===== src/rtl/fiber_mem_arb_pkg.sv =====
// rtl/fiber_mem_arb_pkg.sv - shared types and constants for the fiber SRAM port arbiter
package fiber_mem_arb_pkg;

   localparam int RSP_DEPTH = 2;
   localparam int RSP_CNT_W = $clog2(RSP_DEPTH + 1);

   typedef enum logic [1:0] {GNT_NONE, GNT_WR, GNT_RD} grant_t;
   typedef enum logic {PREF_WR, PREF_RD} pref_t;

endpackage


===== src/rtl/fiber_mem_arb_rsp_fifo.sv =====
// rtl/fiber_mem_arb_rsp_fifo.sv - 2-entry first-word-fall-through read response buffer
module fiber_mem_arb_rsp_fifo
   import fiber_mem_arb_pkg::*;
#(
   parameter int DATA_W = 64
) (
   input  logic                 clk,
   input  logic                 rst,
   input  logic                 clk_en_i,
   input  logic                 flush_i,
   input  logic                 push_i,
   input  logic [DATA_W-1:0]    push_data_i,
   input  logic                 pop_i,
   output logic [DATA_W-1:0]    head_data_o,
   output logic                 head_valid_o,
   output logic [RSP_CNT_W-1:0] count_o
);

   logic [DATA_W-1:0]    mem_q [RSP_DEPTH];
   logic                 rd_ptr_q;
   logic                 wr_ptr_q;
   logic [RSP_CNT_W-1:0] count_q;
   logic                 do_push;
   logic                 do_pop;

   assign do_push = clk_en_i & ~flush_i & push_i;
   assign do_pop  = clk_en_i & ~flush_i & pop_i & (count_q != '0);

   assign head_valid_o = (count_q != '0);
   assign head_data_o  = head_valid_o ? mem_q[rd_ptr_q] : '0;
   assign count_o      = count_q;

   // Storage, pointers and occupancy; flush clears like reset even when clk_en is low
   always_ff @(posedge clk or posedge rst) begin
      if (rst) begin
         for (int i = 0; i < RSP_DEPTH; i++) mem_q[i] <= '0;
         rd_ptr_q <= 1'b0;
         wr_ptr_q <= 1'b0;
         count_q  <= '0;
      end else if (flush_i) begin
         rd_ptr_q <= 1'b0;
         wr_ptr_q <= 1'b0;
         count_q  <= '0;
      end else if (clk_en_i) begin
         if (do_push) begin
            mem_q[wr_ptr_q] <= push_data_i;
            wr_ptr_q        <= ~wr_ptr_q;
         end
         if (do_pop) rd_ptr_q <= ~rd_ptr_q;
         count_q <= count_q + RSP_CNT_W'(do_push) - RSP_CNT_W'(do_pop);
      end
   end

   // The arbiter's credit check must keep a push from ever landing on a full buffer
   assert property (@(posedge clk) disable iff (rst)
                    (do_push && !do_pop) |-> (count_q < RSP_CNT_W'(RSP_DEPTH)));

endmodule


===== src/rtl/fiber_mem_port_arbiter.sv =====
// rtl/fiber_mem_port_arbiter.sv - write/read arbiter for the single-port fiber tile SRAM
module fiber_mem_port_arbiter
   import fiber_mem_arb_pkg::*;
#(
   parameter int ADDR_W       = 9,
   parameter int DATA_W       = 64,
   parameter int MAX_WR_BURST = 4
) (
   input  logic              clk,
   input  logic              rst,
   input  logic              clk_en,
   input  logic              flush,
   input  logic              wr_req_valid,
   input  logic [ADDR_W-1:0] wr_req_addr,
   input  logic [DATA_W-1:0] wr_req_data,
   output logic              wr_req_ready,
   input  logic              rd_req_valid,
   input  logic [ADDR_W-1:0] rd_req_addr,
   output logic              rd_req_ready,
   output logic [DATA_W-1:0] rd_rsp_data,
   output logic              rd_rsp_valid,
   input  logic              rd_rsp_ready,
   output logic [ADDR_W-1:0] addr_to_mem,
   output logic [DATA_W-1:0] data_to_mem,
   output logic              wen_to_mem,
   output logic              ren_to_mem,
   input  logic [DATA_W-1:0] data_from_mem,
   output logic              busy
);

   localparam int CNT_W = $clog2(MAX_WR_BURST) + 1;

   grant_t               grant;
   pref_t                pref_q;
   logic [CNT_W-1:0]     wr_cnt_q;
   logic                 inflight_q;
   logic [RSP_CNT_W-1:0] buf_count;
   logic [RSP_CNT_W-1:0] occ;
   logic                 arb_ok;
   logic                 rsp_pop;
   logic                 rd_el;
   logic                 wr_el;

   // A read may only issue if its response is guaranteed a buffer slot
   assign arb_ok  = clk_en & ~flush & ~rst;
   assign occ     = buf_count + RSP_CNT_W'(inflight_q);
   assign rsp_pop = rd_rsp_valid & rd_rsp_ready & clk_en;
   assign rd_el   = rd_req_valid & arb_ok &
                    ((occ < RSP_CNT_W'(RSP_DEPTH)) |
                     ((occ == RSP_CNT_W'(RSP_DEPTH)) & (buf_count != '0) & rd_rsp_valid & rd_rsp_ready));
   assign wr_el   = wr_req_valid & arb_ok;

   // Pick at most one requester; the preference only matters under contention
   always_comb begin
      grant = GNT_NONE;
      if (wr_el && rd_el) begin
         if (pref_q == PREF_RD) grant = GNT_RD;
         else                   grant = GNT_WR;
      end else if (wr_el) begin
         grant = GNT_WR;
      end else if (rd_el) begin
         grant = GNT_RD;
      end
   end

   assign wr_req_ready = (grant == GNT_WR);
   assign rd_req_ready = (grant == GNT_RD);

   // Steer the granted request onto the SRAM port; idle cycles drive zeros
   always_comb begin
      addr_to_mem = '0;
      data_to_mem = '0;
      wen_to_mem  = 1'b0;
      ren_to_mem  = 1'b0;
      case (grant)
         GNT_WR: begin
            wen_to_mem  = 1'b1;
            addr_to_mem = wr_req_addr;
            data_to_mem = wr_req_data;
         end
         GNT_RD: begin
            ren_to_mem  = 1'b1;
            addr_to_mem = rd_req_addr;
         end
         default: ;
      endcase
   end

   // Write-burst fairness state and the one-cycle SRAM read pipeline flag
   always_ff @(posedge clk or posedge rst) begin
      if (rst) begin
         pref_q     <= PREF_WR;
         wr_cnt_q   <= '0;
         inflight_q <= 1'b0;
      end else if (flush) begin
         pref_q     <= PREF_WR;
         wr_cnt_q   <= '0;
         inflight_q <= 1'b0;
      end else if (clk_en) begin
         inflight_q <= ren_to_mem;
         case (grant)
            GNT_WR: begin
               if (wr_cnt_q == CNT_W'(MAX_WR_BURST - 1)) begin
                  pref_q   <= PREF_RD;
                  wr_cnt_q <= '0;
               end else begin
                  wr_cnt_q <= wr_cnt_q + CNT_W'(1);
               end
            end
            GNT_RD: begin
               pref_q   <= PREF_WR;
               wr_cnt_q <= '0;
            end
            default: ;
         endcase
      end
   end

   fiber_mem_arb_rsp_fifo #(
      .DATA_W(DATA_W)
   ) u_rsp_fifo (
      .clk         (clk),
      .rst         (rst),
      .clk_en_i    (clk_en),
      .flush_i     (flush),
      .push_i      (inflight_q),
      .push_data_i (data_from_mem),
      .pop_i       (rsp_pop),
      .head_data_o (rd_rsp_data),
      .head_valid_o(rd_rsp_valid),
      .count_o     (buf_count)
   );

   assign busy = inflight_q | (buf_count != '0);

endmodule


===== config.mk =====
export PLATFORM = sky130hd
export DESIGN_NAME = fiber_mem_port_arbiter
export DESIGN_NICKNAME = d
export VERILOG_FILES = /design/src/rtl/fiber_mem_arb_pkg.sv /design/src/rtl/fiber_mem_arb_rsp_fifo.sv /design/src/rtl/fiber_mem_port_arbiter.sv
export SDC_FILE = /design/constraint.sdc
export NUM_CORES = 1
export LEC_CHECK = 0
export ABC_AREA = 1
export BUFFER_PORTS_ARGS = -buffer_cell sky130_fd_sc_hd__buf_2
export CAP_MARGIN = 20
export CORE_ASPECT_RATIO = 1.1
export CORE_MARGIN = 2
export CORE_UTILIZATION = 53
export CTS_BUF_LIST = sky130_fd_sc_hd__clkbuf_16
export DETAILED_ROUTE_END_ITERATION = 8
export PLACE_DENSITY = 0.94
export SLEW_MARGIN = 20
export SYNTH_ARGS = -nofsm -noshare
export SYNTH_HDL_FRONTEND = slang
export SYNTH_SLANG_ARGS = --single-unit

===== constraint.sdc =====
create_clock -name clk -period 8.15 [get_ports clk]
set_input_delay 0.815 -clock clk [delete_from_list [all_inputs] [get_ports clk]]
set_output_delay 0.815 -clock clk [all_outputs]
set_load 0.03 [all_outputs]

## Word-level counts from Yosys, hierarchy flattened

Index checks and enable logic that the tools add are counted.

| storage, ports and cells | value |
|---|---|
| register bits | 137 |
| input bits | 153 |
| output and inout bits | 143 |

| cells by class | value |
|---|---|
| add/subtract/negate cells | 4 |
| $lt $le $gt $ge | 4 |
| equality and inequality tests | 5 |
| mux-type cells | 33 |
| bitwise operators | 21 |
| reduce and logical (&&, ||, !) cells | 12 |

Operators by type and width:

| cell | number |
|---|---|
| 2-to-1 mux 64 bit | 6 |
| bitwise mux 128 bit | 1 |
| demux 64 bit (select 1 bit) | 1 |
| one-hot mux 9 bit (2 select lines) | 1 |
| bitwise AND 1 bit | 13 |
| 2-to-1 mux 1 bit | 13 |
| 2-to-1 mux 2 bit | 6 |
| 2-to-1 mux 3 bit | 3 |
| nonzero test 2 bit | 4 |
| one-hot mux 3 bit (2 select lines) | 1 |
| AND reduction 2 bit | 3 |
| AND reduction 3 bit | 2 |
| adder 2 x 1 -> 2 bit | 2 |
| == test 2 bit (second input constant) | 2 |
| greater-or-equal comparator 2 bit (second input constant) | 2 |
| NOT 1 bit | 4 |
| NOT 1 -> 2 bit | 2 |
| adder 3 x 1 -> 3 bit (second input constant) | 1 |
| == test 3 x 2 -> 1 bit (second input constant) | 1 |
| inequality test 3 x 2 -> 1 bit (second input constant) | 1 |
| nonzero test 3 bit | 1 |
| == test 2 x 1 -> 1 bit (second input constant) | 1 |
| logical AND 1 bit | 2 |
| less-than comparator 2 x 1 -> 1 bit (second input constant) | 1 |
| other kinds (4) | 5 |

## Longest topological paths before layout

Gate-level depths: netlist of the first run.

| depth | value |
|---|---|
| word-level depth | 14 |
| depth in mapped cells | 14 |
| mapped depth without buffers | 14 |

## Modules after synthesis

A second synthesis of the first run with hierarchy kept.

| unflattened totals | value |
|---|---|
| cells, all modules | 962 |
| area, all modules | 7,071.8 um2 |

Modules (own cells, without submodules):

| module | instances | cells an instance | area an instance (um2) | sequential area each (um2) |
|---|---|---|---|---|
| fiber_mem_arb_rsp_fifo | 1 | 732 | 5,978.2 | 3,303.2 |
| fiber_mem_port_arbiter | 1 | 230 | 1,093.5 | 125.1 |

## Worst setup path after synthesis of the first run

No wires, ideal clock.

| timing | value |
|---|---|
| kind | input to output |
| from | input port rst |
| to | output port addr_to_mem[0] |
| arrival time | 5.676 ns |
| required time | 7.335 ns |
| path slack | 1.659 ns |
| stages on the path | 9 |
| buffers on the path | 1 |
| cell sequence | inv_1 > nand2_1 > nor2_2 > nand3_1 > nand2_1 > ha_1 > clkbuf_1 > nand2_1 > a21oi_1 |

| on the way | value |
|---|---|
| cells in the longest elaborated chain, start to end | 9 |

RTL lines:

| item | line | RTL |
|---|---|---|
| from (decl) | fiber_mem_port_arbiter.sv:10 | `input logic rst,` |
| NOT 1 bit (*) | fiber_mem_port_arbiter.sv:45 | `assign arb_ok = clk_en & ~flush & ~rst;` |
| bitwise AND 1 bit (*) | fiber_mem_port_arbiter.sv:45 |  |
| bitwise AND 1 bit (2 in series) | fiber_mem_port_arbiter.sv:48 | `assign rd_el = rd_req_valid & arb_ok &` |
| 2-to-1 mux 2 bit | fiber_mem_port_arbiter.sv:61 | `end else if (rd_el) begin` |
| 2-to-1 mux 2 bit | fiber_mem_port_arbiter.sv:59 | `end else if (wr_el) begin` |
| 2-to-1 mux 2 bit (*) | fiber_mem_port_arbiter.sv:56 | `if (wr_el && rd_el) begin` |
| == test 2 bit or == test 2 x 1 -> 1 bit (tied branches) | fiber_mem_port_arbiter.sv:75 | `case (grant)` |
| one-hot mux 9 bit (2 select lines) (*) | fiber_mem_port_arbiter.sv:75 |  |
| to (decl) | fiber_mem_port_arbiter.sv:23 | `output logic [ADDR_W-1:0] addr_to_mem,` |

Mark *: on every way between the ends. The rest lies on a longest branch, timed or not.

## Final worst setup path of the first run

| timing | value |
|---|---|
| from | input port rst |
| to | output port addr_to_mem[4] |

Same word-level chain as after synthesis.

==> results of run 1 <==
area by class of cell:
cell class                      count  area (um2)
Fill cell                        1132        4394
Sequential cell                   137        3430
Multi-Input combinational cell    603        3117
Timing Repair Buffer              300        1514
Inverter                          150       568.0
Clock buffer                       17       425.4
Tap cell                          188       235.2
Clock inverter                     13       152.6
Antenna cell                        6       15.01
final timing paths:
path                                                         from                                to  slack, ps  depth (start not counted)
worst max-delay path                                          rst                    addr_to_mem[4]       4230                         10
worst min-delay path                                          rst  u_rsp_fifo.mem_q[25]$_DFFE_PP0P_        460                          2
worst max register to register  u_rsp_fifo.count_o[0]$_DFFE_PP0P_                pref_q$_DFFE_PP0P_       5490                         13
worst min register to register   u_rsp_fifo.mem_q[91]$_DFFE_PP0P_  u_rsp_fifo.mem_q[91]$_DFFE_PP0P_        480                          2
max in group asynchronous                                     rst  u_rsp_fifo.mem_q[53]$_DFFE_PP0P_       6340                          3
min in group clk                 u_rsp_fifo.mem_q[91]$_DFFE_PP0P_  u_rsp_fifo.mem_q[91]$_DFFE_PP0P_        480                          2
per-stage QoR:
step	total power, uW	util (%)	cells	cell area (um2)	setup WS [ps]
floorplan	868.8	-	951	7523	1659
global placement	940.4	63.92	1378	8853	3945
detailed placement	950.5	63.99	1378	8864	4224
CTS	1708	68.17	1408	9442	4214
global route	1763	68.18	1409	9444	3905
finish	1697	68.27	1414	9457	4226
where the power goes:
group	switching (uW)	leakage [uW]	total, uW	internal (uW)
clock network	282	0.000276	757	475
registers	21.0	0.00188	740	719
logic	126	0.00334	200	74.4
worst register-to-register path, stage by stage (launching register included):
cell and delay (ps):
dfrtp_1 380, ha_1 280, inv_1 50, nand3_1 70, nand2_1 90, nand2_1 100
nand2_1 60, nand2_1 100, ha_4 630, inv_1 100, a21oi_1 480, nand2_1 100
nand2_1 80, nand2_1 50
sequential cells by signal (all words and copies together), names as in the netlist:
register / cells
pref_q: 1
inflight_q: 1
u_rsp_fifo.count_o: 2
u_rsp_fifo.rd_ptr_q: 1
u_rsp_fifo.mem_q: 128
u_rsp_fifo.wr_ptr_q: 1
wr_cnt_q: 3
cells by family after synthesis:
group,share of synthesized area [%]
buffers and inverters,13.42
AO/OA/AOI/OAI,19.99
adder cells (fa/ha/maj),1.164
flip-flops,45.57
AND/OR/NAND/NOR,19.86
cell usage after synthesis:
cell type	n	area [um2]
a21oi_1	79	395.4
buf_1	5	18.77
buf_2	9	45.04
buf_4	3	22.52
buf_6	26	292.8
clkbuf_1	18	67.56
dfrtp_1	137	3428
ha_1	7	87.58
inv_1	149	559.3
inv_2	1	3.750
nand2_1	359	1348
nand2_2	2	12.51
nand2_4	1	11.26
nand3_1	7	35.03
nand3_2	1	10.01
nand3b_1	1	7.510
nor2_1	10	37.54
nor2_2	1	6.260
nor2_8	1	20.02
o21ai_0	9	45.04
o21ai_1	6	30.03
o21ai_2	118	1033
or2_2	1	6.260
per-layer routing:
metal | track usage (%) | share of wire [%] | vias up
met4 | 17.15 | 5.1 | 10
met5 | 0 | 0.27 | -
met2 | 48.26 | 47 | 374
met1 | 37.78 | 36 | 3312
met3 | 10.82 | 11 | 72
li1 | - | - | 3430
==> impl_metrics.ini, run 1 <==
[logic_synthesis]
syn_area_per_cell_um2 = 7.911
ys_ff_latch = 137
synth_area_um2 = 7523
seq_area_frac_synth_pct = 45.57
yosys_warnings = 0
ys_types = 23
synthCells = 951
syn-num-nets = 1111

[clock_tree]
hold_buffers = 0
cts.clk_slew.worst_paths_ps = 60
htree_levels = 4
ctsResizeCount = 0
clock_latency_ps = 410
cts_tree = built
cts_buffer_depth = 2
cts_buffers = 17
cts_root_buffer = clkbuf_16
cts_sinks = 137
post_cts.repair.setup_buffers = 0

[worst_setup_path]
cp-start-kind = primary input
cp_num_buf_inv = 3
cp_slowest_cell = ha_4
cp.arrival_ps = 3110
cp-end-kind = output pin
crit_top_cell = nand2_1
path_cells = buf_2 -> inv_6 -> nand2_1 -> nor2_2 -> nand3_1 -> nand2_1 -> ha_4 -> nand2_1 -> a21oi_1 -> buf_2
crit_fanout = 77
cp_top_family = buffers and inverters
critPathMaxStageDelay_ps = 630
critical_path_required_ps = 7340
worstSetupPathType = in2out

[floorplanning]
ioPinCount = 296
dieWidth_um = 117.6
core-area_um2 = 13850
die_height_um = 129.0
die_area_um2 = 15170
row_count = 45
initial_utilization_pct = 54.32

[run_status]
status = finished clean

[routing]
dr.pass1.iters = 5
wirelength_um = 23860
via_count = 7198
post_drt_wl_per_cell_um = 16.87
drc = 0
first_iter_violations = 788
ant_nets = 0
routed_via_density = 5.091

[sta]
hold_viol = 0
tns_ps = 0
slew_viol_final = 0
slew_headroom_pct = 32.11
period_needed_ps = 3924
hold_slack_ps = 461.7
setup_viol = 0
max_freq_mhz = 254.8
rsz0062_at_grt = false
finClkSkew_ps = 10.06
worstMarginPinSlew_ps = 1018
fin_crit_sh_pct = 48.15

[finish]
final_common_cell = nand2_1
syn2layout_area_growth_pct = 25.69
nets = 1369
final_cell_mix = nand2_1 (359), buf_2 (295), inv_1 (146)
drive_above_1_share_pct = 37.62

[global_routing]
grt_pass1_wl_um = 35790
grt_max_degree = 129
antenna_found_initial = 10
grt_usage_pct = 30.90
grt_pass1_vias = 6724
grt-ovfl-total = 0

[pwr]
powerDensity_nw_per_um2 = 179.5
p_leak_uw = 0.005501
peakVddDrop_v = 0.0001347

[hold_path]
hold_path_class = in2async

[place]
gp_congestion = 0.9530
hpwl_um = 17400
io_buffers = 295

[run]
maxCapViolCount = 0
Note: power is estimated with default switching activity, not from simulation.
==> run 2: changes to the inputs <==
--- a/config.mk
+++ b/config.mk
@@ -10,10 +10,10 @@
 export CAP_MARGIN = 20
 export CORE_ASPECT_RATIO = 1.1
 export CORE_MARGIN = 2
-export CORE_UTILIZATION = 53
+export CORE_UTILIZATION = 45
 export CTS_BUF_LIST = sky130_fd_sc_hd__clkbuf_16
 export DETAILED_ROUTE_END_ITERATION = 8
-export PLACE_DENSITY = 0.94
+export PLACE_DENSITY = 0.86
 export SLEW_MARGIN = 20
 export SYNTH_ARGS = -nofsm -noshare
 export SYNTH_HDL_FRONTEND = slang
==> constraint.sdc (replaced) <==
create_clock -name clk -period 3.2 [get_ports clk]
set_input_delay 0.32 -clock clk [delete_from_list [all_inputs] [get_ports clk]]
set_output_delay 0.32 -clock clk [all_outputs]
set_load 0.03 [all_outputs]
==> impl_metrics.ini, run 2 (same netlist as run 1, synthesis figures left out) <==
[run_status]
status = finished clean

[clock_tree]
cts_buffers = 17
ctsResizeCount = 0
htree_levels = 4
cts_sinks = 137
cts_tree = built
post_cts.repair.setup_buffers = 0
cts_root_buffer = clkbuf_16
hold_buffers = 0
clock_latency_ps = 410
cts_buffer_depth = 2
cts.clk_slew.worst_paths_ps = 60

[place]
gp_congestion = 0.8326
hpwl_um = 12760
io_buffers = 295
pre_cts_slack_ps = 635.7
dp_cells = 1396

[sta]
rsz0062_at_grt = false
slew_viol_final = 0
max_freq_mhz = 348.7
slew_headroom_pct = 33.44
finClkSkew_ps = 7.232
hold_viol = 0
period_needed_ps = 2868
hold_slack_ps = 168.7
setup_viol = 0
worst_slack_ps = 332.0
worstMarginPinSlew_ps = 998.3
fin_crit_sh_pct = 89.62

[worst_setup_path]
cp-start-kind = flop
worstSetupPathType = reg2out
critical_path_required_ps = 2880
cp-end-kind = output pin
rrSetupSlack_ps = 1200
crit_fanout = 59
cp.arrival_ps = 2550
crit_start = inflight_q$_DFFE_PP0P_
reg2reg_from = inflight_q$_DFFE_PP0P_

[routing]
drc = 0
via_count = 6913
ant_nets = 0
wirelength_um = 19260
dr.pass1.iters = 5
routed_via_density = 4.841
first_iter_violations = 417
post_drt_wl_per_cell_um = 13.49

[finish]
largest_reg_flops = 128
final_cells = 1428
drive_above_1_share_pct = 45.18
syn2layout_area_growth_pct = 29.80
final_common_cell = nand2_1
largest_register = u_rsp_fifo.mem_q
final_cell_mix = nand2_1 (345), buf_2 (295), dfrtp_1 (136)
nets = 1372
n_antenna_cell = 0

[pwr]
switching_share_pct = 25.08
seqPwrFrac_pct = 43.5
p_leak_uw = 0.005431
pwr-share-comb_pct = 11.7
design_power_total_uw = 4330
powerDensity_nw_per_um2 = 443.4
internal-power_uw = 3244
p_sw_uw = 1086
peakVddDrop_v = 0.0004725
clkPwrFrac_pct = 44.8

[global_routing]
grt_max_degree = 130
grt_usage_pct = 21.72
grt_pass1_vias = 6575
grt_pass1_wl_um = 31130
grt-ovfl-total = 0
antenna_found_initial = 0

[floorplanning]
dieWidth_um = 127.3
die_area_um2 = 17770
die_height_um = 139.6
ioPinCount = 296
initial_utilization_pct = 45.96
core-area_um2 = 16370
row_count = 49

[hold_path]
hold_path_class = in2async

[run]
maxCapViolCount = 0
run 2: changes by cell type in the layout (fill, tap and decap cells not counted), moves of 4 or more:
cell / change
a21oi_1: -10
inv_1: -64
nand2_1: -14
diode_2: -6
nand2_2: +9
nand2_4: +4
a21oi_4: +10
inv_2: +61
run 2: cell type report:
cell class | count | area, um2
timing repair buffer | 303 | 1582
inverter | 150 | 586.8
clock inverter | 14 | 156.4
tap | 204 | 255.2
multi-input combinational | 603 | 3331
clock buffer | 17 | 425.4
sequential | 137 | 3430
fill | 1403 | 6604
run 2: worst max-delay path: stages (launching register included):
cell	delay (ps)
dfrtp_1	380
ha_1	280
inv_1	40
nand3_1	60
nand2_1	90
nand2_1	90
nand2_1	50
nand2_1	100
ha_4	290
buf_12	280
nand2_1	140
a21oi_4	120
buf_2	200
run 2: stage by stage:
step           utilization [%]  setup TNS (ps)  area (um2)
2_1_floorplan                -          -53930        7864
3_3_place_gp             55.94               0        9156
3_5_place_dp             55.94               0        9156
4_1_cts                  59.49               0        9738
5_1_grt                  59.66               0        9766
6_report                 59.66               0        9766
run 2: per-layer routing:
metal,track usage (%),wire (um),up-vias
met4,8.155,439,0
met1,26.24,8065,3223
met3,5.575,1087,31
li1,-,-,3429
met2,37.24,9665,230
met5,0,0,-
run 2: worst paths after layout:
kind / endpoint / depth (start not counted)
min in group clk: u_rsp_fifo.mem_q[50]$_DFFE_PP0P_ / 3
hold / removal: pref_q$_DFFE_PP0P_ / 3
hold reg to reg: u_rsp_fifo.mem_q[13]$_DFFE_PP0P_ / 2
max in group asynchronous: u_rsp_fifo.mem_q[27]$_DFFE_PP0P_ / 5
setup reg to reg: pref_q$_DFFE_PP0P_ / 13
setup / recovery: addr_to_mem[6] / 12
run 2: power by group through the flow:
| stage | Clock (uW) | Sequential [uW] | Combinational (uW) |
|---|---|---|---|
| 2_1_floorplan | 0 | 1900 | 349 |
| 3_3_place_gp | 0 | 1900 | 488 |
| 3_5_place_dp | 0 | 1910 | 503 |
| 4_1_cts | 1980 | 1880 | 509 |
| 5_1_grt | 2060 | 1890 | 571 |
| 6_report | 1940 | 1880 | 506 |
==> run 3: changes to the inputs <==
--- a/config.mk
+++ b/config.mk
@@ -8,12 +8,15 @@
 export ABC_AREA = 1
 export BUFFER_PORTS_ARGS = -buffer_cell sky130_fd_sc_hd__buf_2
 export CAP_MARGIN = 20
+export CELL_PAD_IN_SITES_DETAIL_PLACEMENT = 0
+export CELL_PAD_IN_SITES_GLOBAL_PLACEMENT = 2
 export CORE_ASPECT_RATIO = 1.1
 export CORE_MARGIN = 2
-export CORE_UTILIZATION = 45
+export CORE_UTILIZATION = 24
 export CTS_BUF_LIST = sky130_fd_sc_hd__clkbuf_16
 export DETAILED_ROUTE_END_ITERATION = 8
-export PLACE_DENSITY = 0.86
+export MAX_ROUTING_LAYER = met4
+export PLACE_DENSITY = 0.84
 export SLEW_MARGIN = 20
 export SYNTH_ARGS = -nofsm -noshare
 export SYNTH_HDL_FRONTEND = slang
==> impl_metrics.ini, run 3 (same netlist as run 1, synthesis figures left out) <==
[run_status]
status = finished clean

[pwr]
p_leak_uw = 0.005436
peakVddDrop_v = 0.0002786
powerDensity_nw_per_um2 = 440.8

[worst_setup_path]
worstSetupPathType = reg2out
crit_top_cell = nand2_1
critical_path_required_ps = 2880
critPathMaxStageDelay_ps = 380
cp_top_family = adder cells
crit_fanout = 46
cp-end-kind = output pin
cp.arrival_ps = 2570
reg2reg_from = inflight_q$_DFFE_PP0P_
cp_slowest_cell = dfrtp_1
crit_start = inflight_q$_DFFE_PP0P_
cp-start-kind = flop
path_cells = ha_1 -> inv_1 -> nand3_1 -> nand2_1 -> nand2_1 -> nand2_1 -> nand2_1 -> ha_4 -> buf_12 -> nand2_1 -> inv_2 -> buf_2
cp_num_buf_inv = 4

[finish]
fillers = 3408
final_cell_area_um2 = 10050
largest_reg_flops = 128
final_cell_mix = nand2_1 (345), buf_2 (295), dfrtp_1 (136)
final_common_cell = nand2_1
nets = 1371
largest_register = u_rsp_fifo.mem_q
syn2layout_area_growth_pct = 33.61
drive_above_1_share_pct = 45.51

[sta]
tns_ps = 0
slew_headroom_pct = 24.11
rsz0062_at_grt = false
setup_viol = 0
max_freq_mhz = 345.5
period_needed_ps = 2895
hold_viol = 0
slew_viol_final = 0
finClkSkew_ps = 9.409
worstMarginPinSlew_ps = 1138
fin_crit_sh_pct = 90.46

[routing]
post_drt_wl_per_cell_um = 13.23
dr.pass1.iters = 5
drc = 0
first_iter_violations = 361
wirelength_um = 21800
via_count = 6757
routed_via_density = 4.103
ant_nets = 0

[clock_tree]
cts_buffers = 17
cts.clk_slew.worst_paths_ps = 60
hold_buffers = 0
cts_root_buffer = clkbuf_16
cts_tree = built
cts_sinks = 137
ctsResizeCount = 0
post_cts.repair.setup_buffers = 0
cts_buffer_depth = 2
htree_levels = 4
clock_latency_ps = 430

[floorplanning]
die_height_um = 189.7
row_count = 68
core-area_um2 = 31140
die_area_um2 = 32780
initial_utilization_pct = 24.16
ioPinCount = 296
dieWidth_um = 172.8

[global_routing]
grt_max_degree = 130
grt-ovfl-total = 0
antenna_found_initial = 3
grt_pass1_wl_um = 34930
grt_usage_pct = 13.83
grt_pass1_vias = 6538

[hold_path]
hold_path_class = in2reg
min_from = data_from_mem[52]

[run]
maxCapViolCount = 0

[place]
placed_area_um2 = 9427
gp_congestion = 0.7749
io_buffers = 295
hpwl_um = 14200
==> run 3: per-stage QoR <==
step                      utilization [%]  std cells  hold slack (ps)  total power (uW)  setup slack [ps]
after floorplan                         -        951            441.9              2248            -716.6
after global placement              30.27       1612            463.7              2406             767.1
after detailed placement            30.27       1612            466.9              2414             652.4
after CTS                           32.24       1644            137.2              4521             252.4
after global routing                32.28       1647            151.6              4671             31.50
final                               32.28       1647            157.5              4431             305.3
==> run 3: final timing paths <==
| kind | endpoint | depth (start not counted) | slack (ps) |
|---|---|---|---|
| max reg2reg | pref_q$_DFFE_PP0P_ | 13 | 1070 |
| max | data_to_mem[15] | 12 | 310 |
| max in group asynchronous | u_rsp_fifo.mem_q[36]$_DFFE_PP0P_ | 4 | 1800 |
| min reg2reg | u_rsp_fifo.mem_q[13]$_DFFE_PP0P_ | 2 | 480 |
| min in group asynchronous | u_rsp_fifo.mem_q[7]$_DFFE_PP0P_ | 3 | 170 |
| min | u_rsp_fifo.mem_q[52]$_DFFE_PP0P_ | 3 | 160 |
==> run 3: final cells by class <==
type / instances / area [um2] / area share [%]
Inverter: 150 / 586.8 / 5.838
Multi-Input combinational cell: 603 / 3331 / 33.13
Clock buffer: 17 / 425.4 / 4.232
Sequential cell: 137 / 3430 / 34.12
Clock inverter: 15 / 188.9 / 1.880
Tap cell: 420 / 525.5 / 5.228
Timing Repair Buffer: 302 / 1558 / 15.50
Antenna cell: 3 / 7.507 / 0.07468
==> run 3: worst register-to-register path, stage by stage, from the launching register on <==
cell     delay [ps]
dfrtp_1         380
ha_1            280
inv_1            40
nand3_1          70
nand2_1         110
nand2_1         110
nand2_1          60
nand2_1         100
ha_4            370
inv_1           130
a21oi_4         220
nand2_1          70
nand2_1          60
nand2_1          40
==> run 3: where the power goes <==
group	switching, uW	internal, uW	leakage [uW]
registers	48.7	1830	0.00188
clock network	818	1240	0.000300
logic	296	199	0.00326
==> run 3: routing by layer <==
metal | GRT usage [%] | share of wire (%)
met4 | 4.237 | 1.4
met1 | 15.36 | 41
met2 | 24.20 | 51
met3 | 3.797 | 6.1
met5 | - | 0
